File: config.mk
export PLATFORM = sky130hd
export DESIGN_NAME = hmmm_fsm_controller
export DESIGN_NICKNAME = d
export VERILOG_FILES = /design/src/rtl/hmmm_fsm_controller.sv
export SDC_FILE = /design/constraint.sdc
export NUM_CORES = 1
export LEC_CHECK = 0
export ABC_CLOCK_PERIOD_IN_PS = 5200
export CAP_MARGIN = 15
export CELL_PAD_IN_SITES_DETAIL_PLACEMENT = 0
export CELL_PAD_IN_SITES_GLOBAL_PLACEMENT = 1
export CORE_MARGIN = 1.5
export CORE_UTILIZATION = 34
export DETAILED_ROUTE_END_ITERATION = 8
export PLACE_DENSITY = 0.93
export SKIP_CTS_REPAIR_TIMING = 1
export SLEW_MARGIN = 20
export SYNTH_ARGS = -nofsm -noshare
export SYNTH_HDL_FRONTEND = slang
export SYNTH_SLANG_ARGS = --single-unit
File: constraint.sdc
create_clock -name clk -period 5.2 [get_ports clk]
set_clock_uncertainty 0.2 [all_clocks]
set_input_delay 1.56 -clock clk [delete_from_list [all_inputs] [get_ports clk]]
set_output_delay 1.56 -clock clk [all_outputs]
set_load 0.01 [all_outputs]
File: src/rtl/hmmm_fsm_controller.sv
// hmmm_fsm_controller
// Multicycle sequencer for the 8-bit HMMM-style datapath. Each instruction takes
// FETCH -> DECODE -> EXEC (three cycles). All datapath selects and strobes decode
// from the registered state, plus the opcode while in EXEC. The block also
// provides run/step gating, a halt state, an illegal-opcode fault state and a
// retired-instruction counter.
module hmmm_fsm_controller #(
    parameter int CNT_W = 16
) (
    input  logic             clk,
    input  logic             reset,
    input  logic             run,
    input  logic [3:0]       op,
    input  logic [7:0]       cond_val,
    output logic             PCEnable,
    output logic             AdrSrc,
    output logic             InstrSrc,
    output logic             RegWrite,
    output logic             TwoRegs,
    output logic             ALUSub,
    output logic [1:0]       PCSrc,
    output logic [1:0]       RegWriteSrc,
    output logic             MemWrite,
    output logic             halted,
    output logic             fault,
    output logic             retired,
    output logic [CNT_W-1:0] instr_cnt
);

    typedef enum logic [2:0] {
        S_FETCH  = 3'd0,
        S_DECODE = 3'd1,
        S_EXEC   = 3'd2,
        S_HALTED = 3'd3,
        S_FAULT  = 3'd4
    } state_t;

    state_t state, state_nx;

    logic cond_zero;
    logic cond_neg;

    assign cond_zero = ~|cond_val;
    assign cond_neg  = cond_val[7];

    // State register; reset aborts any instruction in flight immediately.
    always_ff @(posedge clk or posedge reset) begin
        if (reset) state <= S_FETCH;
        else       state <= state_nx;
    end

    // Retired-instruction counter: one increment per EXEC cycle, wraps naturally.
    always_ff @(posedge clk or posedge reset) begin
        if (reset)                 instr_cnt <= '0;
        else if (state == S_EXEC)  instr_cnt <= instr_cnt + CNT_W'(1);
    end

    // Next-state and output decode from state (and op/cond_val in EXEC).
    always_comb begin
        state_nx    = S_FETCH;
        PCEnable    = 1'b0;
        AdrSrc      = 1'b0;
        InstrSrc    = 1'b0;
        RegWrite    = 1'b0;
        TwoRegs     = 1'b0;
        ALUSub      = 1'b0;
        PCSrc       = 2'b00;
        RegWriteSrc = 2'b00;
        MemWrite    = 1'b0;
        halted      = 1'b0;
        fault       = 1'b0;
        retired     = 1'b0;

        case (state)
            S_FETCH: begin
                InstrSrc = 1'b1;
                state_nx = run ? S_DECODE : S_FETCH;
            end

            S_DECODE: begin
                PCEnable = 1'b1;
                PCSrc    = 2'b00;
                if (op == 4'b0000)      state_nx = S_HALTED;
                else if (op == 4'b1111) state_nx = S_FAULT;
                else                    state_nx = S_EXEC;
            end

            S_EXEC: begin
                retired  = 1'b1;
                state_nx = S_FETCH;
                case (op)
                    4'b0001: begin
                        RegWrite    = 1'b1;
                        RegWriteSrc = 2'b00;
                    end
                    4'b0010: begin
                        AdrSrc      = 1'b1;
                        RegWrite    = 1'b1;
                        RegWriteSrc = 2'b01;
                    end
                    4'b0011: begin
                        AdrSrc   = 1'b1;
                        MemWrite = 1'b1;
                    end
                    4'b0100, 4'b0101: begin
                        RegWrite    = 1'b1;
                        RegWriteSrc = 2'b10;
                        TwoRegs     = 1'b0;
                        ALUSub      = op[0];
                    end
                    4'b0110, 4'b0111: begin
                        RegWrite    = 1'b1;
                        RegWriteSrc = 2'b10;
                        TwoRegs     = 1'b1;
                        ALUSub      = op[0];
                    end
                    4'b1000: begin
                        PCEnable = 1'b1;
                        PCSrc    = 2'b01;
                    end
                    4'b1001: begin
                        PCEnable = 1'b1;
                        PCSrc    = 2'b10;
                    end
                    4'b1010: begin
                        PCSrc    = 2'b01;
                        PCEnable = cond_zero;
                    end
                    4'b1011: begin
                        PCSrc    = 2'b01;
                        PCEnable = ~cond_zero;
                    end
                    4'b1100: begin
                        PCSrc    = 2'b01;
                        PCEnable = ~cond_neg & ~cond_zero;
                    end
                    4'b1101: begin
                        PCSrc    = 2'b01;
                        PCEnable = cond_neg;
                    end
                    default: begin
                        // NOP, plus HALT/illegal codes that DECODE never lets reach here
                    end
                endcase
            end

            S_HALTED: begin
                halted   = 1'b1;
                state_nx = S_HALTED;
            end

            S_FAULT: begin
                fault    = 1'b1;
                state_nx = S_FAULT;
            end

            default: begin
                state_nx = S_FETCH;
            end
        endcase
    end

endmodule

After elaboration in Yosys (flattened, before gate mapping) --
Cells that the tools add are included.
Storage, ports and cells: input port bits 15, register bits after elaboration 19, output and inout port bits 30
Cells by class: reductions and logical operators 10, bitwise operators 2, eq/ne operators 18, add/subtract/negate cells 1, multiplexer cells 24
Operators with widths (number):
- $eq 4x4->1 const B | 7
- $add 16x1->16 const B | 1
- $eq 4x3->1 const B | 4
- $mux 1 | 15
- $pmux 3 s4 | 1
- $eq 4x2->1 const B | 2
- $pmux 2 s2 | 2
- $reduce_or 8->1 | 1
- $eq 3x2->1 const B | 2
- $mux 3 | 2
- $reduce_or 2->1 | 3
- $reduce_or 6->1 | 1
- $pmux 1 s5 | 1
- $reduce_or 5->1 | 1
- $eq 4x1->1 const B | 1
- $logic_not 4->1 | 1
- $mux 2 | 2
- $reduce_or 4->1 | 1
- $eq 3x1->1 const B | 1
- $eq 3x3->1 const B | 1
- $logic_not 3->1 | 1
- $pmux 1 s2 | 1
- $and 1x1->1 | 1
- $logic_not 1->1 | 1
- $not 1->1 | 1

Logic depth before layout (Yosys ltp) --
Gate-level depths: netlist of the first run.
depth after elaboration 4, depth in mapped cells 7

Worst setup path after synthesis of the first run --
Ideal clock, no wire load.
kind in2out, from in op[3], to out PCEnable, buffers on the path 1, arrival 2.632 ns, cell stages on the path 5, slack 0.808 ns, cells stage by stage buf_2 -> nand2_1 -> a311o_1 -> a311o_1 -> o22ai_1
Between the ends: word-level cells in the longest chain between the ends 4
RTL lines:
- start, declared | RTL line 13 | input logic [3:0] op,
- $eq 4x4->1 | RTL line 91 | case (op)
- $reduce_or 2->1 (no line)
- $pmux 1 s5 (*) | RTL line 91
- $pmux 1 s2 (*) | RTL line 74 | case (state)
- end, declared | RTL line 15 | output logic PCEnable,
Every way passes the cells marked *; elsewhere a longest branch is shown, timed or not.

Worst setup path in the final report of the first run --
from in op[3], to out PCSrc[1]
Between the ends: word-level cells in the longest chain between the ends 4
RTL lines:
- $eq 4x4->1 | RTL line 91
- $reduce_or 5->1 (no line)
- $pmux 2 s2 (*) | RTL line 91
- $mux 2 (*) | RTL line 74
- end, declared | RTL line 21 | output logic [1:0] PCSrc,
Marked as above.

==> run metrics, run 1 <==
status=finished, final reports clean; number of cells produced by synthesis=116; Die Span X=60.7 um; count of boundary I/O pins=45; actual transition at the worst max-transition pin=0.695 ns; required time worst endpoint=3.44 ns; Achievable Freq=0.198 GHz; complex-gate fraction of the synthesized area=6.41%; critical path peak fanout=3; most frequently used flop master after synthesis=sky130_fd_sc_hd__dfrtp_1; synthesized net count=132; worst r2r path cells=5; Yosys top cell area share=42.0%; worst setup slack before clock tree synthesis=-0.110 ns; Internal=0.334 mW; max-slew violation total from the final report=0; leading cell types by total area after synthesis=sky130_fd_sc_hd__dfrtp_1 (42%), sky130_fd_sc_hd__xnor2_1 (8.5%), sky130_fd_sc_hd__nor4_4 (5.6%); I/O Buffers=44; cell chain of the critical path=clkdlybuf4s50_1 > buf_4 > nor2b_1 > nand3b_1 > buf_4 > nor2_1 > clkdlybuf4s50_1; Num CTS Buffers=3; launch point of the critical path=op[3]; hold violation count in the final report=0; share of total power in the clock network=14.0%; number of iterations in the first detailed-routing pass=4; hold-critical path depth=1; sw power=0.196 mW; Root Buffer Master=sky130_fd_sc_hd__clkbuf_4; reg2reg setup slack=3.33 ns; number of cells in the design after placement=210; register clock-pin slew on the reported worst setup and hold paths=0.11 ns; number of antenna violations at the first check in global routing=0; number of enable flip-flop cells after synthesis=0; Die Ht=60.7 um; Residual DRC=0; fraction of final layout cells sized beyond drive strength 1=14.1%; xor and xnor fraction of the mapped netlist area=12.4%; Yosys top cell by area=sky130_fd_sc_hd__dfrtp_1; slowest stage cell, crit path=sky130_fd_sc_hd__clkdlybuf4s50_1; combined flip-flop and latch cell area=475 um^2; Clock Latency Late Sink=0.29 ns; sort of element at the end of the critical path=output port; Core Footprint=0.00310 mm^2; overall global routing resource usage=14.8%; ratio of final minimum period to clock period=97.2%; initial core utilization=36.5%; Sinks on Clock Net=19; PwrDens=308 mW/mm^2; maximum clock path buffer count=2; biggest cell delay along the critical path=0.55 ns; non-filler cells, final=214; number of diodes added for antenna fixing=0; Relative slew margins=53.6%; net total in the final layout=187; FF+latch count, synth=19; leakage power of the design=0.783 nW; Crit Reg-Reg Startpoint=state[1]; largest net degree at the start of global routing=20; fraction of registers with async set/reset=100%; simple-gate area share of the yosys netlist=32.6%; number of rows created at floorplan=20; startpoint types=input pin; warning count from the yosys run=0; DR iter-0 viols=49; PnR Total Power=0.531 mW; routed metal-1 wirelength=1110 um; number of global-route vias before repair=1039; mux contribution to synthesized area=0%; worst vdd ir=0.167 mV; TritonCTS clock tree=yes; leading cell type by number of instances after synthesis=sky130_fd_sc_hd__dfrtp_1; net switching share of the total power=37.0%; first-pass GRT wire length=4170 um; area delta synth->final=51.9%; hold path startpoint=instr_cnt[15]; dominant combinational cell family by area after synthesis=simple AND/OR/NAND/NOR gates; post-DP HPWL=2000 um; overall die area=0.00369 mm^2; post-detailed-route count of antenna-violating nets=0; sequential share of power=42.1%; highest metal layer with signal wires=met4; wirelength, routed=2470 um; wire per inst=11.6 um; Endpoint, Worst Hold=instr_cnt[15]; GPL Wtd Cong=0.761; met3 wirelength from detailed routing=168 um; max-cap check violation count=0; final critical path time including I/O delays and setup=5.06 ns; total via count after detailed routing=1047; startpoint-to-endpoint class of the critical path=input pin to output port; Adder-Cell Fraction of Synth Area=1.10%; unrepaired setup endpoints after global routing=no; number of distinct library cells after synthesis=35; Hold WC Path Type=register to register; slack of the critical path=0.144 ns; Netlist Area Pre-Place=0.00113 mm^2; per-cell via count in the routed design=4.89; Final setup viols=0; portion of the post-synthesis area used by sequential elements=42.0%; total overflow reported by the global router=0; Arr. time, crit path=3.30 ns; # H-tree levels=1; Filler Cell Count=292; worst reg2reg path endpoint=instr_cnt[3]; mean instance size in the synthesized netlist=9.76 um^2; top cells by count, synth=sky130_fd_sc_hd__dfrtp_1 (19), sky130_fd_sc_hd__nor2_1 (13), sky130_fd_sc_hd__nand2_1 (11), sky130_fd_sc_hd__xnor2_1 (11), sky130_fd_sc_hd__nand3_1 (7); length of routed met2 wiring=1180 um; multi-input gate area in the final layout=607 um^2; combinational share of power=43.9%
==> registers in the layout, summed over array words and instances (netlist names) <==
register,flops
instr_cnt,16
state,3
==> layer usage <==
metal | GRT usage, % | vias to the layer above
met3 | 2.13 | 2
met1 | 17.1 | 493
met5 | 0 | -
met4 | 4.66 | 0
li1 | - | 511
met2 | 28.0 | 41
==> power groups by stage <==
stage | Combinational [mW] | Sequential (mW) | Clock (mW)
floorplan | 0.138 | 0.218 | 0
global placement | 0.231 | 0.226 | 0
detailed placement | 0.237 | 0.227 | 0
CTS | 0.238 | 0.224 | 0.0767
global route | 0.252 | 0.232 | 0.0837
finish | 0.233 | 0.223 | 0.0742
==> worst max-delay path by stage <==
stage / endpoint / slack (ns) / depth (start not counted)
finish: PCSrc[1] / 0.14 / 7
global route: TwoRegs / 0.03 / 6
CTS: PCEnable / -0.13 / 6
detailed placement: PCEnable / -0.11 / 6
global placement: PCEnable / -0.03 / 6
floorplan: PCEnable / 0.81 / 5
==> logic make-up after synthesis <==
family          after synthesis
flops                        19
xor+xnor                     16
simple gates                 58
buf+inv                      12
compound gates               10
fa+ha+maj                     1
==> area by class of cell <==
type	instances	area share (%)
timing repair buffer	55	30.8
multi-input combinational	85	35.3
sequential	19	27.6
inverter	7	1.53
tap	44	3.20
clock buffer	4	1.53
==> critical path, delay by kind of cell <==
family,cells,cell delay [ns]
buf+inv,4,1.35
simple gates,3,0.38
==> placed cells by master (no fill, tap or decap), types with 3 or more instances in the layout <==
cell type,n
sky130_fd_sc_hd__nor4_4,3
sky130_fd_sc_hd__and2_1,4
sky130_fd_sc_hd__clkbuf_4,3
sky130_fd_sc_hd__xnor2_1,11
sky130_fd_sc_hd__dlymetal6s2s_1,3
sky130_fd_sc_hd__xor2_1,5
sky130_fd_sc_hd__nand2_1,11
sky130_fd_sc_hd__clkdlybuf4s50_1,41
sky130_fd_sc_hd__buf_4,11
sky130_fd_sc_hd__nand3_1,7
sky130_fd_sc_hd__dfrtp_1,19
sky130_fd_sc_hd__nor4_1,3
sky130_fd_sc_hd__inv_1,5
sky130_fd_sc_hd__nor2_1,13
==> per-stage QoR <==
stage	setup TNS (ns)	hold slack, ns	instance area (um^2)	utilization (%)
global route	0	0.316	1720	55.4
finish	0	0.275	1720	55.4
floorplan	0	0.301	1130	-
detailed placement	-0.110	0.265	1670	54.0
CTS	-0.134	0.281	1700	54.8
global placement	-0.0278	0.262	1670	54.0
(Power assumes the default switching activity.)
==> inputs of run 2 (changes only) <==
Settings changed: ABC_CLOCK_PERIOD_IN_PS 5200 to 6250.
Clock period 5.2 ns to 6.25 ns, I/O delays scaled along.
==> run metrics, run 2 (synthesized netlist as in run 1, its figures left out) <==
post-DP HPWL=1950 um (was 2000 um); combinational share of power=43.1% (was 43.9%); GPL Wtd Cong=0.760 (was 0.761); Crit Reg-Reg Startpoint=state[1] (unchanged); # H-tree levels=1 (unchanged); per-cell via count in the routed design=4.98 (was 4.89); worst vdd ir=0.111 mV (was 0.167 mV); area delta synth->final=44.3% (was 51.9%); Num CTS Buffers=3 (unchanged); hold violation count in the final report=0 (unchanged); max reg flops=16 (unchanged); unrepaired setup endpoints after global routing=no (unchanged); endpoint of the worst setup timing path=PCEnable (was PCSrc[1]); worst reg2reg path endpoint=instr_cnt[3] (unchanged); leading registers by flop count=instr_cnt: 16 flops, state: 3 flops (unchanged); leakage power of the design=0.701 nW (was 0.783 nW); Hold WC Path Type=register to register (unchanged); Post-Route Utilization=52.7% (was 55.4%); Internal=0.273 mW (was 0.334 mW); launch point of the critical path=op[1] (was op[3]); number of iterations in the first detailed-routing pass=4 (unchanged); Root Buffer Master=sky130_fd_sc_hd__clkbuf_4 (unchanged); sequential share of power=42.6% (was 42.1%); startpoint types=input pin (unchanged); share of total power in the clock network=14.3% (was 14.0%); first-pass GRT wire length=4420 um (was 4170 um); critical path peak fanout=9 (was 3); sw power=0.166 mW (was 0.196 mW); fraction of final layout cells sized beyond drive strength 1=8.70% (was 14.1%); DR iter-0 viols=46 (was 49); most frequent cells in the layout=sky130_fd_sc_hd__clkdlybuf4s50_1 (44), sky130_fd_sc_hd__dfrtp_1 (19), sky130_fd_sc_hd__nor2_1 (13) (was sky130_fd_sc_hd__clkdlybuf4s50_1 (41), sky130_fd_sc_hd__dfrtp_1 (19), sky130_fd_sc_hd__nor2_1 (13)); Final Hold Slack=0.279 ns (was 0.275 ns); Die Ht=60.7 um (unchanged); Sinks on Clock Net=19 (unchanged); reg2reg setup slack=4.37 ns (was 3.33 ns); count of boundary I/O pins=45 (unchanged); register bank with the most flops=instr_cnt (unchanged); Relative slew margins=51.1% (was 53.6%); worst r2r path cells=5 (unchanged); max-cap check violation count=0 (unchanged); number of antenna violations at the first check in global routing=0 (unchanged); final total negative setup slack=0 ns (unchanged); most common library cell in the layout ignoring fill and taps=sky130_fd_sc_hd__clkdlybuf4s50_1 (unchanged); Achievable Freq=0.165 GHz; I/O Buffers=44 (unchanged); startpoint-to-endpoint class of the critical path=input pin to output port (unchanged); wire per inst=12.1 um (was 11.6 um); status=finished, final reports clean (unchanged); hold-critical path depth=1 (unchanged); number of diodes added for antenna fixing=0 (unchanged); worst setup slack before clock tree synthesis=0.193 ns (was -0.110 ns); Core Footprint=0.00310 mm^2 (unchanged); actual transition at the worst max-transition pin=0.733 ns (was 0.695 ns); PwrDens=269 mW/mm^2 (was 308 mW/mm^2); overall die area=0.00369 mm^2 (unchanged); net switching share of the total power=37.8% (was 37.0%); sort of element at the end of the critical path=output port (unchanged); Arr. time, crit path=4.00 ns (was 3.30 ns); number of rows created at floorplan=20 (unchanged); maximum clock path buffer count=2 (unchanged); largest net degree at the start of global routing=20 (unchanged); post-detailed-route count of antenna-violating nets=0 (unchanged); initial core utilization=36.5% (unchanged); overall global routing resource usage=15.7% (was 14.8%); net total in the final layout=178 (was 187); total overflow reported by the global router=0 (unchanged); wirelength, routed=2480 um (was 2470 um); total via count after detailed routing=1021 (was 1047); TritonCTS clock tree=yes (unchanged); Residual DRC=0 (unchanged); max-slew violation total from the final report=0 (unchanged); slack of the critical path=0.180 ns (was 0.144 ns); required time worst endpoint=4.18 ns (was 3.44 ns); ratio of final minimum period to clock period=97.1%; PnR Total Power=0.439 mW (was 0.531 mW); number of global-route vias before repair=1049 (was 1039); register clock-pin slew on the reported worst setup and hold paths=0.11 ns (about the same); Final setup viols=0 (unchanged); final critical path time including I/O delays and setup=6.07 ns; Die Span X=60.7 um (unchanged); Clock Latency Late Sink=0.30 ns (was 0.29 ns)
==> run 2: cell types whose count changed in the layout (fill, tap and decap cells not counted), sizes merged <==
cell	change
buf	-9
clkdlybuf4s50	+3
dlymetal6s2s	-3
clkbuf	-1
clkinv	+1
==> run 2: final cells by class <==
class	instances	area (um^2)
fill	309	1470
clock inverter	1	5.00
sequential	19	475
tap	44	55.1
timing repair buffer	46	455
multi-input combinational	85	594
inverter	7	26.3
clock buffer	3	22.5
==> run 2: through the flow <==
step           std cells  area [um^2]
5_1_grt              205         1630
6_report             205         1630
3_5_place_dp         201         1610
4_1_cts              205         1630
3_3_place_gp         201         1610
2_1_floorplan        116         1130
==> run 2: power by group through the flow <==
stage,combinational (mW),sequential (mW),clock [mW]
2_1_floorplan,0.115,0.182,0
3_3_place_gp,0.187,0.188,0
3_5_place_dp,0.190,0.189,0
4_1_cts,0.191,0.187,0.0670
5_1_grt,0.209,0.193,0.0722
6_report,0.189,0.187,0.0626
==> run 2: worst max-delay path: stages <==
cell and delay, ns:
sky130_fd_sc_hd__clkdlybuf4s50_1 0.64, sky130_fd_sc_hd__inv_1 0.15, sky130_fd_sc_hd__a311o_1 0.33, sky130_fd_sc_hd__a311o_1 0.32, sky130_fd_sc_hd__o22ai_1 0.12, sky130_fd_sc_hd__clkdlybuf4s50_1 0.56
==> run 2: how the worst min path moves through the flow <==
| stage | start | end | slack, ns |
|---|---|---|---|
| floorplan | state[2] | state[0] | 0.30 |
| detailed placement | instr_cnt[15] | instr_cnt[15] | 0.27 |
| CTS | instr_cnt[15] | instr_cnt[15] | 0.29 |
| global route | instr_cnt[15] | instr_cnt[15] | 0.32 |
| finish | instr_cnt[15] | instr_cnt[15] | 0.28 |
| global placement | instr_cnt[15] | instr_cnt[15] | 0.26 |
==> run 2: metal layers <==
layer,vias to the layer above,track usage (%),wire [um]
met5,-,0,0
met4,0,5.90,20
met3,2,2.13,176
met2,43,26.7,1140
met1,485,20.1,1140
li1,491,-,-
